$ cat src/rtl/uart_transmitter.sv
// rtl/uart_transmitter.sv - UART transmit serialiser: start, LSB-first data, optional parity, stop
module uart_transmitter #(
    parameter int DATA_WIDTH = 8,
    parameter int OVERSAMPLE = 16,
    parameter int PARITY_EN  = 1,
    parameter int PARITY_ODD = 0
) (
    input  logic                  clk,
    input  logic                  reset,
    input  logic                  Tx_EN,
    input  logic                  Tx_WR,
    input  logic [DATA_WIDTH-1:0] Tx_DATA,
    input  logic                  Tx_sample_ENABLE,
    output logic                  TxD,
    output logic                  Tx_BUSY
);

    localparam int TW = $clog2(OVERSAMPLE);
    localparam int IW = (DATA_WIDTH > 1) ? $clog2(DATA_WIDTH) : 1;
    localparam logic [TW-1:0] TICK_LAST = TW'(OVERSAMPLE - 1);
    localparam logic [IW-1:0] IDX_LAST  = IW'(DATA_WIDTH - 1);
    localparam logic          ODD       = (PARITY_ODD != 0);
    localparam logic          HAS_PAR   = (PARITY_EN != 0);

    typedef enum logic [2:0] {
        S_IDLE,
        S_START,
        S_DATA,
        S_PARITY,
        S_STOP
    } state_t;

    state_t                  state_q, state_d;
    logic [TW-1:0]           tick_q, tick_d;
    logic [IW-1:0]           idx_q, idx_d;
    logic [DATA_WIDTH-1:0]   shreg_q, shreg_d;
    logic                    parity_q, parity_d;
    logic                    txd_q, txd_d;
    logic                    busy_q, busy_d;
    logic                    bit_end;

    assign bit_end = Tx_sample_ENABLE && (tick_q == TICK_LAST);

    always_comb begin
        state_d  = state_q;
        tick_d   = tick_q;
        idx_d    = idx_q;
        shreg_d  = shreg_q;
        parity_d = parity_q;

        if (!Tx_EN) begin
            state_d = S_IDLE;
            tick_d  = '0;
            idx_d   = '0;
        end else if (state_q == S_IDLE) begin
            // Busy is exactly "not idle", so the idle check covers !Tx_BUSY.
            if (Tx_WR) begin
                shreg_d  = Tx_DATA;
                parity_d = (^Tx_DATA) ^ ODD;
                tick_d   = '0;
                idx_d    = '0;
                state_d  = S_START;
            end
        end else if (Tx_sample_ENABLE) begin
            tick_d = bit_end ? '0 : tick_q + 1'b1;
            if (bit_end) begin
                case (state_q)
                    S_START: begin
                        state_d = S_DATA;
                        idx_d   = '0;
                    end
                    S_DATA: begin
                        shreg_d = shreg_q >> 1;
                        if (idx_q == IDX_LAST) begin
                            state_d = HAS_PAR ? S_PARITY : S_STOP;
                            idx_d   = '0;
                        end else begin
                            idx_d = idx_q + 1'b1;
                        end
                    end
                    S_PARITY: state_d = S_STOP;
                    S_STOP:   state_d = S_IDLE;
                    default:  state_d = S_IDLE;
                endcase
            end
        end

        // Line level follows the next state so TxD comes straight from a flop.
        case (state_d)
            S_START:  txd_d = 1'b0;
            S_DATA:   txd_d = shreg_d[0];
            S_PARITY: txd_d = parity_d;
            default:  txd_d = 1'b1;
        endcase
        busy_d = (state_d != S_IDLE);
    end

    always_ff @(posedge clk or negedge reset) begin
        if (!reset) begin
            state_q  <= S_IDLE;
            tick_q   <= '0;
            idx_q    <= '0;
            shreg_q  <= '0;
            parity_q <= 1'b0;
            txd_q    <= 1'b1;
            busy_q   <= 1'b0;
        end else begin
            state_q  <= state_d;
            tick_q   <= tick_d;
            idx_q    <= idx_d;
            shreg_q  <= shreg_d;
            parity_q <= parity_d;
            txd_q    <= txd_d;
            busy_q   <= busy_d;
        end
    end

    assign TxD     = txd_q;
    assign Tx_BUSY = busy_q;

endmodule
$ cat config.mk
export PLATFORM = sky130hd
export DESIGN_NAME = uart_transmitter
export DESIGN_NICKNAME = d
export VERILOG_FILES = /design/src/rtl/uart_transmitter.sv
export SDC_FILE = /design/constraint.sdc
export NUM_CORES = 1
export LEC_CHECK = 0
export BUFFER_PORTS_ARGS = -buffer_cell sky130_fd_sc_hd__buf_2
export CORE_MARGIN = 2
export CORE_UTILIZATION = 50
export DETAILED_ROUTE_END_ITERATION = 16
export PLACE_DENSITY = 0.75
export SLEW_MARGIN = 0
export SYNTH_ARGS = -nofsm -noshare
export SYNTH_HDL_FRONTEND = slang
export SYNTH_SLANG_ARGS = --single-unit
$ cat constraint.sdc
create_clock -name clk -period 2.1 [get_ports clk]
set_input_delay 0.105 -clock clk [delete_from_list [all_inputs] [get_ports clk]]
set_output_delay 0.105 -clock clk [all_outputs]
set_load 0.02 [all_outputs]
## Word-level counts from Yosys, hierarchy flattened

Index checks and enable logic that the tools add are counted.

| word-level totals | value |
|---|---|
| register bits | 21 |
| output and inout port bits | 2 |
| word-level logic and storage cells | 62 |

| cells by class | value |
|---|---|
| reduce and logical (&&, ||, !) cells | 10 |
| equal/unequal tests | 13 |
| $add $sub $neg | 2 |
| muxes and demuxes | 29 |

Operator list:

| cell | number |
|---|---|
| $mux 8 | 5 |
| $mux 3 | 12 |
| $mux 4 | 5 |
| $eq 3x2->1 const B | 4 |
| $pmux 3 s3 | 1 |
| $reduce_xor 8->1 | 1 |
| $eq 3x1->1 const B | 2 |
| $ne 3x1->1 const B | 2 |
| $pmux 3 s2 | 1 |
| $reduce_bool 2->1 | 3 |
| $reduce_and 5->1 | 1 |
| $add 4x1->4 const B | 1 |
| $eq 4x4->1 const B | 1 |
| $mux 1 | 4 |
| $ne 4x1->1 const B | 1 |
| $reduce_and 4->1 | 1 |
| $add 3x1->3 const B | 1 |
| $eq 3x3->1 const B | 1 |
| $logic_not 3->1 | 1 |
| $ne 3x3->1 const B | 1 |
| $pmux 1 s3 | 1 |
| $reduce_bool 3->1 | 1 |
| $ne 2x2->1 const B | 1 |
| $reduce_and 2->1 | 1 |
| $logic_and 1x1->1 | 1 |

## Longest topological paths before layout

| depth | value |
|---|---|
| depth in word-level cells | 9 |
| depth in mapped cells | 8 |
| depth with buffers taken out | 6 |

## Worst setup path before layout

OpenSTA, ideal clock, no wires.

| timing | value |
|---|---|
| path kind | flip-flop to flip-flop |
| start | register tick_q[0] |
| end | register idx_q[0] |
| period minus slack after synthesis | 1.695 ns |
| slack | 0.405 ns |
| cell stages (with the launch flop) | 8 |
| arrival time | 1.570 ns |
| path through | dfrtp_1 > ha_1 > and4_1 > buf_6 > o21ai_2 > a221oi_2 > nor2b_2 > mux2_4 |

| on the way | value |
|---|---|
| word-level cells in the longest chain between the ends | 4 |

RTL lines:

| element | line | source |
|---|---|---|
| start: declaration | 34 | `logic [TW-1:0] tick_q, tick_d;` |
| start signal: assignment | 109 | `tick_q <= tick_d;` |
| $eq 4x4->1 | 42 | `assign bit_end = Tx_sample_ENABLE && (tick_q == TICK_LAST);` |
| $logic_and 1x1->1 | 42 |  |
| $ne 3x1->1 (no line) | -- |  |
| $reduce_and 4->1 (no line) | -- |  |
| end signal: assignment | 110 | `idx_q <= idx_d;` |
| end: declaration | 35 | `logic [IW-1:0] idx_q, idx_d;` |

Every way passes these cells.
A chain may end at the register's enable or synchronous reset.

## Final worst setup path

| timing | value |
|---|---|
| start | register state_q[2] |
| end | register txd_q, in the netlist TxD |

| on the way | value |
|---|---|
| word-level cells in the longest chain between the ends | 8 |
| elaborated cells between the ends (all ways) | 22 |

RTL lines:

| element | line | source |
|---|---|---|
| start: declaration | 33 | `state_t state_q, state_d;` |
| start signal: assignment | 108 | `state_q <= state_d;` |
| $eq 3x2->1, or another cell as far along | 67 | `case (state_q)` |
| $pmux 3 s3 | 67 |  |
| $mux 3 | 66 | `if (bit_end) begin` |
| $mux 3 | 64 | `end else if (Tx_sample_ENABLE) begin` |
| $mux 3 | 55 | `end else if (state_q == S_IDLE) begin` |
| $mux 3 | 51 | `if (!Tx_EN) begin` |
| $eq 3x2->1 / $eq 3x1->1 (equally long branches) | 89 | `case (state_d)` |
| $pmux 1 s3 (*) | 89 |  |
| named net txd_d | 38 | `logic txd_q, txd_d;` |
| end signal: assignment | 113 | `txd_q <= txd_d;` |
| end: declaration | 38 |  |

The timed path passes the listed nets; every way through them passes the cells marked *. The select of a mux whose other input is x is not followed.

==> metrics.md <==
| Metric | Value |
|---|---|
| Pwr dens | `703.5 nW/um^2` |
| Syn Inst Count | `126` |
| Status | `complete, no violations` |
| Leading cell type in the layout, fill and taps excluded | `dfrtp_1` |
| Vias in the first global route | `927` |
| Vias per cell | `5.491` |
| Filler cells | `234` |
| Hold endpoint | `shreg_q[7]` |
| Hold Vio Cnt, Final | `0` |
| P_sw | `0.3024 mW` |
| Post-synth EDFFs | `0` |
| Root buf cell | `clkbuf_4` |
| Clock sink total | `21` |
| Seq pwr share | `0.526` |
| Initial antenna violation count | `0` |
| Core area | `2432 um^2` |
| Detailed placement HPWL | `1836 um` |
| CTS clock-pin slew for the worst setup and hold paths | `110 ps` |
| PortBufs | `14` |
| Count of pins over their slew limit | `0` |
| WL per Instance | `13.83 um` |
| Synth warnings | `0` |
| Iter 0 DRT Violations | `5` |
| TritonCTS clock tree | `built` |
| Actual slew at the worst max-slew pin | `665.6 ps` |
| Die Y | `54.20 um` |
| Switching fraction of total power | `0.3148` |
| Area Overhead vs Synth | `8.342%` |
| Total Wirelength | `2365 um` |
| Post-cts resize count | `0` |
| Io pins | `15` |
| Vias after detailed routing | `939` |
| Worst slew margin | `0.5563` |
| Post-route setup TNS | `0 ps` |
| Hold Buf Count CTS | `1` |
| Top_reg_cell synth | `dfrtp_1` |
| Pleak | `0.5753 nW` |
| Longest Clk Path Bufs | `2` |
| # DRC | `0` |
| Seq/Total Area, Yosys | `0.4181` |
| Yosys reg bits | `21` |
| Clock Latency Late Sink | `300 ps` |
| Reg-to-Reg Start | `state_q[2]` |
| Cell Chain, Critical Path | `or2_0 -> nor2_2 -> a31oi_1 -> a21oi_2 -> a311o_1` |
| Final net count | `158` |
| Synthesized Nets | `142` |
| Crit path time final | `1958 ps` |
| Total GRT Usage | `0.1980` |
| DRT Pass-1 Iters | `4` |
| Max Cap Viol | `0` |
| Internal power | `0.6580 mW` |
| CP max stage cell | `or2_0` |
| CP max stage delay | `580 ps` |
| RSZ-0062 raised after global routing | `false` |
| Combinational Power Share | `0.271` |
| Hold_sp | `Tx_DATA[7]` |
| Grt ovf | `0` |
| Synth Area per Inst | `10.00 um^2` |
| Design Area, Final | `1365 um^2` |
| Number of setup buffers added after CTS | `0` |
| Layout cell share with drive strength beyond 1 | `0.2411` |
| Worst reg2reg path depth | `5` |
| Required time worst endpoint | `2340 ps` |
| Num CTS Buffers | `3` |
| FFs w/ async S/R, synth | `1.000` |
| HP Class | `input pin to register` |
| Synth Cell Area | `1260 um^2` |
| Final period utilization | `0.9322` |
| Final setup viols | `0` |
| Clk pwr share | `0.203` |
| RD Place Congestion | `0.8669` |
| Initial Utilization | `0.5180` |
| Hold path cells | `3` |
| Row cnt | `18` |
| Flop-to-flop setup slack | `140 ps` |
| H-tree depth | `1` |
| Largest net degree at the start of global routing | `22` |
| Die area | `2938 um^2` |
| Placement-stage cell area | `1329 um^2` |
| Peak supply drop | `0.0006052 V` |
| Worst clock skew | `0.8585 ps` |
| Worst Setup End Kind | `register` |
| Die X | `54.20 um` |
| Critical-path maximum fanout | `8` |
| Kind of critical path | `register to register` |
| Most frequent cells in the layout | `dfrtp_1, buf_2, nor2_1` |
| First-pass GRT wire length | `4064 um` |
| Diodes inserted | `0` |
| CP startpoint kind | `register` |
| Critical Path AT | `2200 ps` |
| Max frequency | `510.8 MHz` |
| Post-route ant nets | `0` |
| Worst R2R End | `TxD` |
| Synth unique cells | `41` |
==> worst max-delay path, delay by kind of cell, from the launching register on <==
family           cells  cell delay, ps
AND/OR/NAND/NOR      2             710
flip-flops           1             510
AO/OA/AOI/OAI        3             680
==> logic make-up (layout without fill, tap and decap cells) <==
kind of cell | after synthesis | after routing | synth area share
compound gates | 33 | 33 | 0.1996
mux | 5 | 5 | 0.04369
flops | 21 | 21 | 0.4181
fa+ha+maj | 3 | 3 | 0.02979
simple gates | 48 | 48 | 0.2086
buf+inv | 9 | 24 | 0.05163
xor+xnor | 7 | 7 | 0.04866
==> cell type report <==
class,count,area (um^2),area share
multi-input cells,96,668.1,0.4895
flip-flops and latches,21,526.8,0.3859
repair buffers,17,95.09,0.06966
well taps,30,37.54,0.02750
inverters,3,11.26,0.008249
clock buffers,4,26.28,0.01925
==> metal layers <==
layer	vias up	global-route usage	wire length, um
li1	486	-	-
met1	437	0.2396	1125
met2	12	0.3273	1119
met3	4	0.03611	67
met4	0	0.1125	53
met5	-	0	0
==> power by group through the flow <==
stage | Combinational [mW] | Clock, mW | Sequential, mW
after floorplan | 0.197 | 0 | 0.517
after global placement | 0.253 | 0 | 0.514
after CTS | 0.263 | 0.199 | 0.507
after detailed placement | 0.261 | 0 | 0.515
after global routing | 0.291 | 0.219 | 0.514
final | 0.260 | 0.195 | 0.506
==> per-stage QoR <==
stage / hold slack (ps) / utilization / setup slack, ps / instances / total power [mW]
floorplan: -190.6 / - / 404.7 / 126 / 0.7136
global placement: 85.28 / 0.5463 / 263.1 / 166 / 0.7671
detailed placement: 80.19 / 0.5463 / 180.0 / 166 / 0.7761
CTS: 72.61 / 0.5612 / 153.9 / 171 / 0.9686
global route: 103.2 / 0.5612 / 14.85 / 171 / 1.024
finish: 73.91 / 0.5612 / 142.4 / 171 / 0.9603
==> synth_stat cells, types with 2 or more instances <==
cell / instances / area [um^2]
xnor2_1: 7 / 61.31
nand4_1: 2 / 12.51
o21ai_0: 3 / 15.01
a21boi_0: 2 / 15.01
o21ai_2: 3 / 26.28
and2_1: 3 / 18.77
inv_1: 3 / 11.26
dfrtp_1: 20 / 500.5
a21oi_2: 2 / 17.52
a22oi_1: 6 / 45.04
mux2i_1: 4 / 40.04
nand2_1: 11 / 41.29
ha_1: 3 / 37.54
nand3_1: 6 / 30.03
a31oi_1: 2 / 12.51
buf_6: 4 / 45.04
nor2_1: 13 / 48.80
or3_1: 2 / 12.51
a21oi_1: 8 / 40.04
==> how the worst max path moves through the flow <==
| stage | end | cells past startpoint | startpoint |
|---|---|---|---|
| finish | TxD | 5 | state_q[2] |
| global route | TxD | 5 | state_q[2] |
| global placement | TxD | 5 | state_q[2] |
| CTS | TxD | 5 | state_q[2] |
| floorplan | idx_q[0] | 7 | tick_q[0] |
| detailed placement | TxD | 5 | state_q[2] |
==> flip-flops by register name (all words and copies together) (netlist names) <==
name / cells
tick_q: 4
parity_q: 1
TxD: 1
Tx_BUSY: 1
state_q: 3
shreg_q: 8
idx_q: 3
Power figures use the tool's default switching activity.
